### src/rtl/instr_encode_loader_if.sv
// rtl/instr_encode_loader_if.sv - request, memory-write and status bundle for instr_encode_loader
`timescale 1ns/1ps
interface instr_encode_loader_if #(
    parameter int DEPTH = 256
);
    localparam int CW = $clog2(DEPTH) + 1;

    logic          req_valid;
    logic          req_ready;
    logic [2:0]    req_class;
    logic [2:0]    funct3;
    logic          funct7b5;
    logic [4:0]    rd;
    logic [4:0]    rs1;
    logic [4:0]    rs2;
    logic [11:0]   imm;
    logic          seal;
    logic          clear;
    logic          mem_we;
    logic [31:0]   mem_addr;
    logic [31:0]   mem_wdata;
    logic [CW-1:0] count;
    logic          full;
    logic          sealed;
    logic          err;

    modport slave (
        input  req_valid, req_class, funct3, funct7b5, rd, rs1, rs2, imm, seal, clear,
        output req_ready, mem_we, mem_addr, mem_wdata, count, full, sealed, err
    );

    modport master (
        output req_valid, req_class, funct3, funct7b5, rd, rs1, rs2, imm, seal, clear,
        input  req_ready, mem_we, mem_addr, mem_wdata, count, full, sealed, err
    );
endinterface

### src/rtl/instr_encode_loader.sv
// rtl/instr_encode_loader.sv - encodes RV32I-subset requests and streams them into instruction memory
`timescale 1ns/1ps
module instr_encode_loader #(
    parameter int          DEPTH     = 256,
    parameter logic [31:0] BASE_ADDR = 32'h0000_0000
) (
    input logic                 clk,
    input logic                 rst,
    instr_encode_loader_if.slave bus
);
    localparam int CW = $clog2(DEPTH) + 1;

    localparam logic [1:0] S_IDLE   = 2'd0;
    localparam logic [1:0] S_WRITE  = 2'd1;
    localparam logic [1:0] S_SEALED = 2'd2;

    localparam logic [31:0] NOP_WORD = 32'h0000_0013;

    logic [1:0]    state_q, state_d;
    logic [CW-1:0] count_q, count_d;
    logic          mem_we_q, mem_we_d;
    logic [31:0]   mem_addr_q, mem_addr_d;
    logic [31:0]   mem_wdata_q, mem_wdata_d;
    logic          err_q, err_d;
    logic          seal_pend_q, seal_pend_d;

    logic          full;
    logic          accept;
    logic          legal;
    logic [31:0]   enc_word;
    logic [31:0]   next_addr;

    assign full          = (count_q == CW'(DEPTH));
    assign bus.req_ready = (state_q == S_IDLE) && !full && !bus.seal && !bus.clear;
    assign accept        = bus.req_valid && bus.req_ready;
    assign next_addr     = BASE_ADDR + (32'(count_q) << 2);

    assign bus.mem_we    = mem_we_q;
    assign bus.mem_addr  = mem_addr_q;
    assign bus.mem_wdata = mem_wdata_q;
    assign bus.count     = count_q;
    assign bus.full      = full;
    assign bus.sealed    = (state_q == S_SEALED);
    assign bus.err       = err_q;

    // Branch imm input carries offset bits [12:1], so imm[11] is offset bit 12.
    always_comb begin
        legal    = 1'b1;
        enc_word = 32'h0;
        case (bus.req_class)
            3'd0: enc_word = {bus.imm, bus.rs1, 3'b010, bus.rd, 7'b0000011};
            3'd1: enc_word = {bus.imm[11:5], bus.rs2, bus.rs1, 3'b010, bus.imm[4:0], 7'b0100011};
            3'd2: enc_word = {1'b0, bus.funct7b5, 5'b00000, bus.rs2, bus.rs1, bus.funct3,
                              bus.rd, 7'b0110011};
            3'd3: enc_word = {bus.imm, bus.rs1, bus.funct3, bus.rd, 7'b0010011};
            3'd4: enc_word = {bus.imm[11], bus.imm[9:4], bus.rs2, bus.rs1, bus.funct3,
                              bus.imm[3:0], bus.imm[10], 7'b1100011};
            default: legal = 1'b0;
        endcase
    end

    always_comb begin
        state_d     = state_q;
        count_d     = count_q;
        mem_we_d    = 1'b0;
        mem_addr_d  = mem_addr_q;
        mem_wdata_d = mem_wdata_q;
        err_d       = err_q;
        seal_pend_d = seal_pend_q;
        if (bus.clear) begin
            state_d     = S_IDLE;
            count_d     = '0;
            err_d       = 1'b0;
            seal_pend_d = 1'b0;
        end else begin
            case (state_q)
                S_IDLE: begin
                    if (bus.seal) begin
                        if (!full) begin
                            state_d     = S_WRITE;
                            mem_we_d    = 1'b1;
                            mem_addr_d  = next_addr;
                            mem_wdata_d = NOP_WORD;
                            seal_pend_d = 1'b1;
                        end else begin
                            state_d = S_SEALED;
                        end
                    end else if (accept) begin
                        if (legal) begin
                            state_d     = S_WRITE;
                            mem_we_d    = 1'b1;
                            mem_addr_d  = next_addr;
                            mem_wdata_d = enc_word;
                            seal_pend_d = 1'b0;
                        end else begin
                            err_d = 1'b1;
                        end
                    end
                end
                S_WRITE: begin
                    state_d     = seal_pend_q ? S_SEALED : S_IDLE;
                    seal_pend_d = 1'b0;
                    if (!full) begin
                        count_d = count_q + CW'(1);
                    end
                end
                S_SEALED: state_d = S_SEALED;
                default:  state_d = S_IDLE;
            endcase
        end
    end

    always_ff @(posedge clk or negedge rst) begin
        if (!rst) begin
            state_q     <= S_IDLE;
            count_q     <= '0;
            mem_we_q    <= 1'b0;
            mem_addr_q  <= 32'h0;
            mem_wdata_q <= 32'h0;
            err_q       <= 1'b0;
            seal_pend_q <= 1'b0;
        end else begin
            state_q     <= state_d;
            count_q     <= count_d;
            mem_we_q    <= mem_we_d;
            mem_addr_q  <= mem_addr_d;
            mem_wdata_q <= mem_wdata_d;
            err_q       <= err_d;
            seal_pend_q <= seal_pend_d;
        end
    end
endmodule

### src/flat_wrapper.sv
// flat-port wrapper written by rule: the top's interface ports become plain ports
module instr_encode_loader_flat 
#(
    parameter int          DEPTH     = 256,
    parameter logic [31:0] BASE_ADDR = 32'h0000_0000
)
  (clk, rst, bus_req_valid, bus_req_class, bus_funct3, bus_funct7b5, bus_rd, bus_rs1, bus_rs2, bus_imm, bus_seal, bus_clear, bus_req_ready, bus_mem_we, bus_mem_addr, bus_mem_wdata, bus_count, bus_full, bus_sealed, bus_err);
  instr_encode_loader_if #(.DEPTH(DEPTH)) bus_i ();
  input logic clk;
  input logic rst;
  input wire logic [$bits(bus_i.req_valid)-1:0] bus_req_valid;
  input wire logic [$bits(bus_i.req_class)-1:0] bus_req_class;
  input wire logic [$bits(bus_i.funct3)-1:0] bus_funct3;
  input wire logic [$bits(bus_i.funct7b5)-1:0] bus_funct7b5;
  input wire logic [$bits(bus_i.rd)-1:0] bus_rd;
  input wire logic [$bits(bus_i.rs1)-1:0] bus_rs1;
  input wire logic [$bits(bus_i.rs2)-1:0] bus_rs2;
  input wire logic [$bits(bus_i.imm)-1:0] bus_imm;
  input wire logic [$bits(bus_i.seal)-1:0] bus_seal;
  input wire logic [$bits(bus_i.clear)-1:0] bus_clear;
  output wire logic [$bits(bus_i.req_ready)-1:0] bus_req_ready;
  output wire logic [$bits(bus_i.mem_we)-1:0] bus_mem_we;
  output wire logic [$bits(bus_i.mem_addr)-1:0] bus_mem_addr;
  output wire logic [$bits(bus_i.mem_wdata)-1:0] bus_mem_wdata;
  output wire logic [$bits(bus_i.count)-1:0] bus_count;
  output wire logic [$bits(bus_i.full)-1:0] bus_full;
  output wire logic [$bits(bus_i.sealed)-1:0] bus_sealed;
  output wire logic [$bits(bus_i.err)-1:0] bus_err;
  assign bus_i.req_valid = bus_req_valid;
  assign bus_i.req_class = bus_req_class;
  assign bus_i.funct3 = bus_funct3;
  assign bus_i.funct7b5 = bus_funct7b5;
  assign bus_i.rd = bus_rd;
  assign bus_i.rs1 = bus_rs1;
  assign bus_i.rs2 = bus_rs2;
  assign bus_i.imm = bus_imm;
  assign bus_i.seal = bus_seal;
  assign bus_i.clear = bus_clear;
  assign bus_req_ready = bus_i.req_ready;
  assign bus_mem_we = bus_i.mem_we;
  assign bus_mem_addr = bus_i.mem_addr;
  assign bus_mem_wdata = bus_i.mem_wdata;
  assign bus_count = bus_i.count;
  assign bus_full = bus_i.full;
  assign bus_sealed = bus_i.sealed;
  assign bus_err = bus_i.err;
  instr_encode_loader #(.DEPTH(DEPTH), .BASE_ADDR(BASE_ADDR)) u_core (.clk(clk), .rst(rst), .bus(bus_i));
endmodule
### config.mk
export PLATFORM = sky130hd
export DESIGN_NAME = instr_encode_loader_flat
export DESIGN_NICKNAME = d
export VERILOG_FILES = /design/src/rtl/instr_encode_loader_if.sv /design/src/rtl/instr_encode_loader.sv /design/src/flat_wrapper.sv
export SDC_FILE = /design/constraint.sdc
export NUM_CORES = 1
export LEC_CHECK = 0
export CORE_UTILIZATION = 42
export DETAILED_ROUTE_END_ITERATION = 10
export PLACE_DENSITY = 0.79
export SYNTH_ARGS = -nofsm -noshare
export SYNTH_HDL_FRONTEND = slang
export SYNTH_SLANG_ARGS = --single-unit
### constraint.sdc
create_clock -name clk -period 3.69 [get_ports clk]
set_input_delay 0.738 -clock clk [delete_from_list [all_inputs] [get_ports clk]]
set_output_delay 0.738 -clock clk [all_outputs]
set_load 0.03 [all_outputs]
==> results.ini <==
[floorplan]
chipHeight_um=83.3
die_w_um=83.3
die_area_mm2=0.00694
core_area_mm2=0.00635
initial_core_util_pct=43.7
rows=29
ios=117

[placed_design]
post-place-ws_ps=313
post-dp-hpwl_um=4810
portBuffers=91
place_congestion=0.876

[timing]
finalSetupViolCount=0
fin_crit_sh_pct=91.7
slew_headroom_pct=45.0
hold-worst-slack_ps=498
setup_tns_ps=0
hold_viol=0
post-route-min-period_ps=3390
finalMaxSlewViolations=0
worst_clock_skew_ps=3.27
worst_slew_pin_slew_ps=823
fmax_mhz=295
grt_setup_unrepaired=no
setup_slack_ps=305

[routing]
vias_per_cell=5.26
ant_nets=0
first_pass_iters=4
avgRoutedWirePerCell_um=15.3
routed_wl_um=6570
drt-initial-drc-count=117
drc=0
via_count=2256

[clocking]
htreeDepth=2
cts_made_buffers=5
holdBufCountCts=0
clock_sinks=52
clk_pin_slew_worst_paths_ps=90
cts_setup_buffers=0
clockRootBuffer=clkbuf_8
cts_resized=0
cts_tree=done
cts_buffer_depth=2
clock_latency_ps=300

[synthesis]
yosysUniqueCellTypes=45
synth_edf_count=0
dominantRegCellSynth=dfrtp_1
syn_avg_cell_area_um2=10.4
ys_seq_elements=52
yosys_warnings=0
yosysSeqAreaShare_pct=46.9
async_reset_ff_share_pct=100
synthCells=266
syn_area_mm2=0.00278

[global_route]
grt_max_degree=40
grt_overflow=0
grt_usage_pct=19.3
antenna_found_initial=0
grt_pass1_wl_um=10800
grt_pass1_vias=2123

[critical_path]
path_cells=clkdlybuf4s50_1 > nor4_2 > a21boi_1 > clkdlybuf4s50_1
cpPeakStageDelay_ps=720
path_delay_family=buffers and inverters
crit_top_cell=clkdlybuf4s50_1
end_kind=output port
path_buf_inv=2
slowest_stage=clkdlybuf4s50_1
worstPathRequired_ps=2950
cp.arrival_ps=2650
worstPathMaxFanout=3
critPathKind=input port to output port
cp-start-kind=input port

[final_layout]
nNetsFinal=392
n_antenna_cell=0
fin_util_pct=58.7
mostFrequentLayoutCell=clkdlybuf4s50_1
drive_gt1_share_pct=6.53
area_growth_syn_to_layout_pct=34.3
final_cell_mix=clkdlybuf4s50_1 (90), dfrtp_1 (52), a22o_1 (30)

[job]
drv_cap=0

[run_status]
status=finished, final reports clean

[hold_path]
hp-class=input port to asynchronous set/reset pin

[power_and_ir_drop]
vdd_drop_max_mv=0.201
leakage_nw=1.63
power_density_mw_per_mm2=363

[flip-flops by register name, indices dropped and copies added, names as in the netlist]
register	count
u_core.bus.count	9
u_core.bus.err	1
u_core.bus.mem_addr	9
u_core.bus.mem_wdata	29
u_core.bus.mem_we	1
u_core.seal_pend_q	1
u_core.state_q	2
[final timing paths]
check                                                          start                                   end  slack [ps]  cells past startpoint
worst max-delay path                                       bus_clear                         bus_req_ready         300                      4
worst min-delay path                                             rst   u_core.bus.mem_addr[10]$_DFFE_PN0P_         500                      1
worst max register to register       u_core.bus.count[0]$_DFFE_PN0P_   u_core.bus.mem_addr[10]$_DFFE_PN0P_        1330                      6
worst min register to register  u_core.bus.mem_wdata[13]$_DFFE_PN0P_  u_core.bus.mem_wdata[13]$_DFFE_PN0P_         500                      1
max in group asynchronous                                        rst           u_core.bus.mem_we$_DFF_PN0_        2460                      2
min in group clk                u_core.bus.mem_wdata[13]$_DFFE_PN0P_  u_core.bus.mem_wdata[13]$_DFFE_PN0P_         500                      1
[synthesized netlist by cell type (2+ instances only)]
cell       instances  share of area, %
xnor2_1            3              0.95
xor2_1             6               1.9
a21oi_1           14               2.5
buf_2              4              0.72
buf_6              2              0.81
mux2i_1            6               2.2
dfrtp_1           52                47
mux2_2             3               1.2
a22o_1            30               9.5
o2bb2ai_1          8               2.5
or3_1              2              0.45
o21ai_0           12               2.2
a22oi_1            5               1.4
buf_4             29               7.8
nand2b_1           2              0.45
o211ai_1           5               1.4
nand2_1           13               1.8
o31ai_1            2              0.54
ha_1               2              0.90
inv_1              7              0.95
clkbuf_1           6              0.81
nor2_1            17               2.3
nor2b_1           11               2.5
or4_1              2              0.54
and3_1             3              0.68
[routing by layer]
| layer | GRT usage (%) | vias up | wire length (µm) |
|---|---|---|---|
| li1 | - | 1076 | - |
| met1 | 26.9 | 1082 | 2960 |
| met2 | 29.8 | 81 | 3100 |
| met3 | 3.18 | 17 | 298 |
| met4 | 8.46 | 0 | 218 |
| met5 | 0 | - | 0 |
[cells by family (layout without fill, tap and decap cells)]
kind of cell,Yosys count,count (layout),share of synthesized area [%]
AOI/OAI and AO/OA,82,82,21.7
and+or+nand+nor,62,62,12.9
DFF,52,52,46.9
other,1,25,0.135
xor gates and xnor gates,9,9,2.84
buffers and inverters,49,111,11.3
muxes,9,9,3.38
adders and majority gates,2,2,0.902
[where the power goes]
| part | switching (mW) | internal (mW) |
|---|---|---|
| registers | 0.0219 | 0.602 |
| logic | 0.200 | 0.141 |
| clock network | 0.187 | 0.201 |
[final cells by class]
| cell class | instances | area, µm² |
|---|---|---|
| Clock buffer | 5 | 68.8 |
| Multi-Input combinational cell | 189 | 1250 |
| Tap cell | 77 | 96.3 |
| Inverter | 8 | 30.0 |
| Fill cell | 533 | 2620 |
| Timing Repair Buffer | 95 | 936 |
| Clock inverter | 3 | 42.5 |
| Sequential cell | 52 | 1300 |
[per-stage QoR]
stage	total power, mW	area [µm²]	cells
after floorplan	0.854	2870	290
after global placement	0.971	3610	421
after detailed placement	0.976	3610	421
after CTS	1.36	3730	429
after global routing	1.41	3730	429
final	1.35	3730	429
No activity file was read; power rests on OpenSTA's default activity.
